<file path="config.mk">
export PLATFORM = sky130hd
export DESIGN_NAME = demux_1x4_router
export DESIGN_NICKNAME = d
export VERILOG_FILES = /design/src/rtl/demux_defs.sv /design/src/rtl/chan_fifo.sv /design/src/rtl/demux_1x4_router.sv
export SDC_FILE = /design/constraint.sdc
export NUM_CORES = 1
export LEC_CHECK = 0
export ABC_AREA = 1
export BUFFER_PORTS_ARGS = -buffer_cell sky130_fd_sc_hd__buf_2
export CAP_MARGIN = 40
export CORE_UTILIZATION = 50
export CTS_CLUSTER_SIZE = 8
export DETAILED_ROUTE_END_ITERATION = 10
export HOLD_SLACK_MARGIN = 0.08
export PLACE_DENSITY = 0.75
export SLEW_MARGIN = 20
export SYNTH_ARGS = -nofsm -noshare
export SYNTH_HDL_FRONTEND = slang
export SYNTH_SLANG_ARGS = --single-unit
</file>
<file path="constraint.sdc">
create_clock -name clk -period 2 [get_ports clk]
set_input_delay 0.2 -clock clk [delete_from_list [all_inputs] [get_ports clk]]
set_output_delay 0.2 -clock clk [all_outputs]
set_load 0.01 [all_outputs]
</file>
<file path="src/rtl/demux_defs.sv">
// Shared constants for the 1:4 router and the 4:1 mux path.
// Channel indices and the select-to-one-hot helper live here.
package demux_defs;

  localparam int NUM_CH = 4;
  localparam int SEL_W  = 2;

  localparam logic [SEL_W-1:0] CH0 = 2'd0;
  localparam logic [SEL_W-1:0] CH1 = 2'd1;
  localparam logic [SEL_W-1:0] CH2 = 2'd2;
  localparam logic [SEL_W-1:0] CH3 = 2'd3;

  function automatic logic [NUM_CH-1:0] sel_onehot(
    input logic [SEL_W-1:0] sel
  );
    logic [NUM_CH-1:0] oh;
    oh = '0;
    unique case (sel)
      CH0: oh[0] = 1'b1;
      CH1: oh[1] = 1'b1;
      CH2: oh[2] = 1'b1;
      CH3: oh[3] = 1'b1;
      default: oh = '0;
    endcase
    return oh;
  endfunction

endpackage

</file>
<file path="src/rtl/chan_fifo.sv">
// Per-channel FIFO with occupancy count; read data is
// forced to zero whenever the FIFO is empty.
module chan_fifo #(
  parameter int DATA_W = 8,
  parameter int DEPTH  = 2
) (
  input  logic              clk,
  input  logic              rst,
  input  logic              push,
  input  logic [DATA_W-1:0] wdata,
  input  logic              pop,
  output logic [DATA_W-1:0] rdata,
  output logic              empty,
  output logic              full
);

  localparam int PTR_W = (DEPTH > 1) ? $clog2(DEPTH) : 1;
  localparam logic [PTR_W:0] FULL_CNT = (PTR_W+1)'(DEPTH);

  logic [DATA_W-1:0] mem_q [DEPTH];
  logic [PTR_W-1:0]  wr_q, wr_d;
  logic [PTR_W-1:0]  rd_q, rd_d;
  logic [PTR_W:0]    cnt_q, cnt_d;
  logic              do_push;
  logic              do_pop;

  assign empty = (cnt_q == '0);
  assign full  = (cnt_q == FULL_CNT);

  // Guard here too so a misbehaving caller cannot corrupt state.
  assign do_push = push & ~full;
  assign do_pop  = pop & ~empty;

  always_comb begin
    wr_d  = wr_q;
    rd_d  = rd_q;
    cnt_d = cnt_q;
    if (do_push) wr_d = wr_q + 1'b1;
    if (do_pop)  rd_d = rd_q + 1'b1;
    unique case ({do_push, do_pop})
      2'b10:   cnt_d = cnt_q + 1'b1;
      2'b01:   cnt_d = cnt_q - 1'b1;
      default: cnt_d = cnt_q;
    endcase
  end

  always_ff @(posedge clk) begin
    if (rst) begin
      wr_q  <= '0;
      rd_q  <= '0;
      cnt_q <= '0;
    end else begin
      wr_q  <= wr_d;
      rd_q  <= rd_d;
      cnt_q <= cnt_d;
    end
  end

  always_ff @(posedge clk) begin
    if (do_push) mem_q[wr_q] <= wdata;
  end

  assign rdata = empty ? '0 : mem_q[rd_q];

endmodule

</file>
<file path="src/rtl/demux_1x4_router.sv">
// 1:4 word router: select decoder, four channel FIFOs
// and a saturating stall counter.
module demux_1x4_router
  import demux_defs::*;
#(
  parameter int DATA_W = 8,
  parameter int DEPTH  = 2,
  parameter int CNT_W  = 8
) (
  input  logic                     clk,
  input  logic                     rst,
  input  logic                     en,
  input  logic                     d1,
  input  logic                     d0,
  input  logic                     in_valid,
  output logic                     in_ready,
  input  logic [DATA_W-1:0]        in_data,
  output logic [NUM_CH-1:0]        out_valid,
  input  logic [NUM_CH-1:0]        out_ready,
  output logic [NUM_CH*DATA_W-1:0] out_data,
  output logic                     busy,
  output logic [CNT_W-1:0]         stall_cnt
);

  logic [SEL_W-1:0]  sel;
  logic [NUM_CH-1:0] full;
  logic [NUM_CH-1:0] empty;
  logic [NUM_CH-1:0] push;
  logic [NUM_CH-1:0] pop;
  logic [NUM_CH-1:0] sel_oh;
  logic [DATA_W-1:0] rdata [NUM_CH];
  logic              accept;
  logic              stall_hit;
  logic [CNT_W-1:0]  stall_q, stall_d;

  assign sel    = {d1, d0};
  assign sel_oh = sel_onehot(sel);

  // Full blocks input even if the channel pops this
  // cycle, keeping out_ready off the in_ready path.
  assign in_ready = en & ~full[sel];
  assign accept   = in_valid & in_ready;
  assign push     = accept ? sel_oh : '0;

  assign out_valid = ~empty;
  assign pop       = out_valid & out_ready;
  assign busy      = |out_valid;

  for (genvar g = 0; g < NUM_CH; g++) begin : g_ch
    chan_fifo #(
      .DATA_W (DATA_W),
      .DEPTH  (DEPTH)
    ) u_fifo (
      .clk   (clk),
      .rst   (rst),
      .push  (push[g]),
      .wdata (in_data),
      .pop   (pop[g]),
      .rdata (rdata[g]),
      .empty (empty[g]),
      .full  (full[g])
    );
    assign out_data[g*DATA_W +: DATA_W] = rdata[g];
  end

  assign stall_hit = in_valid & en & full[sel];

  always_comb begin
    stall_d = stall_q;
    if (stall_hit && (stall_q != '1))
      stall_d = stall_q + 1'b1;
  end

  always_ff @(posedge clk) begin
    if (rst) stall_q <= '0;
    else     stall_q <= stall_d;
  end

  assign stall_cnt = stall_q;

endmodule

</file>
==> results.txt <==
largest net degree at the start of global routing - 16
die width - 89.7 microns
CTS tree - yes
placed instance count - 545
Crit Path Category - reg -> reg
Die ar. - 0.00804 sq mm
initial antenna violation count - 0
die height - 89.7 microns
Worst setup EP type - flip-flop
Post-Syn Area - 0.00384 sq mm
reg2reg setup slack - 120 ps
Final Slew Violations - 0
first-pass GRT wire length - 12300 microns
fmax - 532 MHz
status - complete, no violations
FF+latch count, synth - 92
via count - 2847
Final period util - 94.0%
Fin. Hold Viols - 0
post-route insts no fill - 562
Avg WL per Cell - 14.0 microns
Mapped Cells - 377
Clock Sinks - 92
startpoint types - flip-flop
share of cells above drive strength 1 - 25.1%
clk root buf - clkbuf_8
gr ovfl total - 0
Ys Warns - 0
setup total negative slack - 0 ps
register area share after synthesis - 64.6%
Final Hold Slack - 125 ps
final wirelength - 7860 microns
Final setup violation count - 0
CP arrival - 2120 ps
Tot GR Track Use - 20.8%
CTS max path bufs - 2
antenna diode instance count - 0
initial core utilization - 52.4%
number of H-tree levels - 3
antenna-violating nets left - 0
I/O pin total - 64
# port buffers - 63
Tightest Pin Transition - 468 ps
clk_skew - 11.6 ps
Power Dens Cells - 826 mW/mm^2
gpl congestion - 0.783
std cell rows - 31
RSZ-0062 raised after global routing - true
CTS Buf Count - 9
VDD IR max - 0.000324 V
Starting DRT DRC Count - 167
layout overhead on the synthesized area - 18.3%
number of max-cap violations - 0
First-pass DRT Iterations - 4
Rel. slew slack - 68.8%
Cell variety after synth - 21
final core utilization - 62.1%
DRC violations left - 0
Core ar. - 0.00733 sq mm
total power - 3.76 mW
Net Count, Synth - 400
drt via density - 5.07
HPWL Detailed - 5550 microns
Tightest Hold Check Type - in -> reg
vias in the first global route - 2665
clk slew on worst S/H paths - 100 ps
static leakage - 1.96 nW
Worst Path Required - 2240 ps
Mean Syn Cell Area - 10.2 sq um
hold buffers post-CTS - 0
Worst-Skew Late Latency - 360 ps
Final Net Count - 481
Final min period - 1880 ps
CP Max Fanout - 5
==> repair_timing <==
action,in CTS,in global routing
endpoints found under the setup margin,0,4
buffers inserted,0,1
endpoints found under the hold margin,0,0
resized for setup,0,6
==> cells in the final DEF, fill, tap and decap left out, types with 6 or more instances in the layout <==
cell type / synthesis / final
xor2_1: 6 / 6
buf_2: 1 / 63
nor2_1: 21 / 21
nand3_1: 8 / 8
buf_4: 0 / 13
dfxtp_1: 28 / 25
nor2_2: 11 / 11
a21oi_1: 56 / 56
inv_1: 36 / 36
nand2_1: 102 / 102
nand4_1: 6 / 6
clkbuf_8: 0 / 9
o21ai_0: 14 / 13
edfxtp_1: 64 / 64
==> stage by stage <==
| stage | cell area (sq um) | setup WS, ps |
|---|---|---|
| after global routing | 4550 | -74.8 |
| after detailed placement | 4350 | 30.4 |
| final | 4550 | 121 |
| after floorplan | 3840 | 277 |
| after global placement | 4350 | 189 |
| after CTS | 4520 | 22.8 |
==> per-layer routing <==
layer	wire [microns]	global-route usage, %	up-vias
li1	-	-	1432
met1	3390	25.8	1327
met2	3990	34.4	76
met3	302	3.20	12
met4	175	12.6	0
met5	0	0	-
==> Yosys cell counts (all sizes together) <==
master	instances	area, sq um
edfxtp	64	1920
xnor2	2	17.5
nand3b	2	18.8
inv	36	135
buf	1	5.00
nor2	34	170
nand3	12	80.1
xor2	6	52.6
ha	5	62.6
nand4	7	50.1
clkbuf	5	18.8
dfxtp	28	561
o21ai	14	70.1
nand2	105	402
a21oi	56	280
==> state kept, by name (all words and copies together) (netlist names), named ones only <==
register	count
g_ch.u_fifo.cnt_q	8
g_ch.u_fifo.mem_q	64
g_ch.u_fifo.rd_q	4
g_ch.u_fifo.wr_q	4
stall_cnt	8
==> worst max-delay path: stages (launching register included) <==
cell     delay [ps]
dfxtp_1         340
inv_1           100
nor2_1           50
nand2_1          70
nand2_2          70
nor2_4          210
nand3_2         150
ha_1            340
a21oi_1         120
o21ai_0         110
o21ai_0         160
a21oi_1          70
==> worst paths after layout <==
kind                                                      startpoint                                    to  cells past startpoint
worst max-delay path            g_ch[2].u_fifo.cnt_q[1]$_SDFFE_PP0P_  g_ch[0].u_fifo.cnt_q[1]$_SDFFE_PP0P_                     11
worst min-delay path                                      in_data[5]  g_ch[3].u_fifo.mem_q[1][5]$_DFFE_PP_                      1
worst max register to register  g_ch[2].u_fifo.cnt_q[1]$_SDFFE_PP0P_  g_ch[0].u_fifo.cnt_q[1]$_SDFFE_PP0P_                     11
worst min register to register      g_ch[3].u_fifo.rd_q$_SDFFE_PP0P_      g_ch[3].u_fifo.rd_q$_SDFFE_PP0P_                      1
==> final cells by class <==
type | count | area [sq um]
Clock buffer | 10 | 128
Multi-Input combinational cell | 243 | 1220
Inverter | 36 | 135
Fill cell | 627 | 2780
Tap cell | 99 | 124
Sequential cell | 92 | 2490
Timing Repair Buffer | 76 | 413
Clock inverter | 6 | 38.8
==> cell families (layout without fill, tap and decap cells) <==
kind of cell	count (synthesis)	after routing	share of synthesized area, %
xor+xnor	8	8	1.82
fa+ha+maj	5	5	1.63
flops	92	92	64.6
compound gates	70	70	9.11
buf+inv	42	128	4.13
simple gates	160	160	18.7
==> power by group <==
group | total (mW) | switching (mW) | internal (mW)
clock network | 1.10 | 0.650 | 0.453
registers | 2.14 | 0.0513 | 2.09
logic | 0.517 | 0.326 | 0.191
No activity file was read; power rests on OpenSTA's default activity.
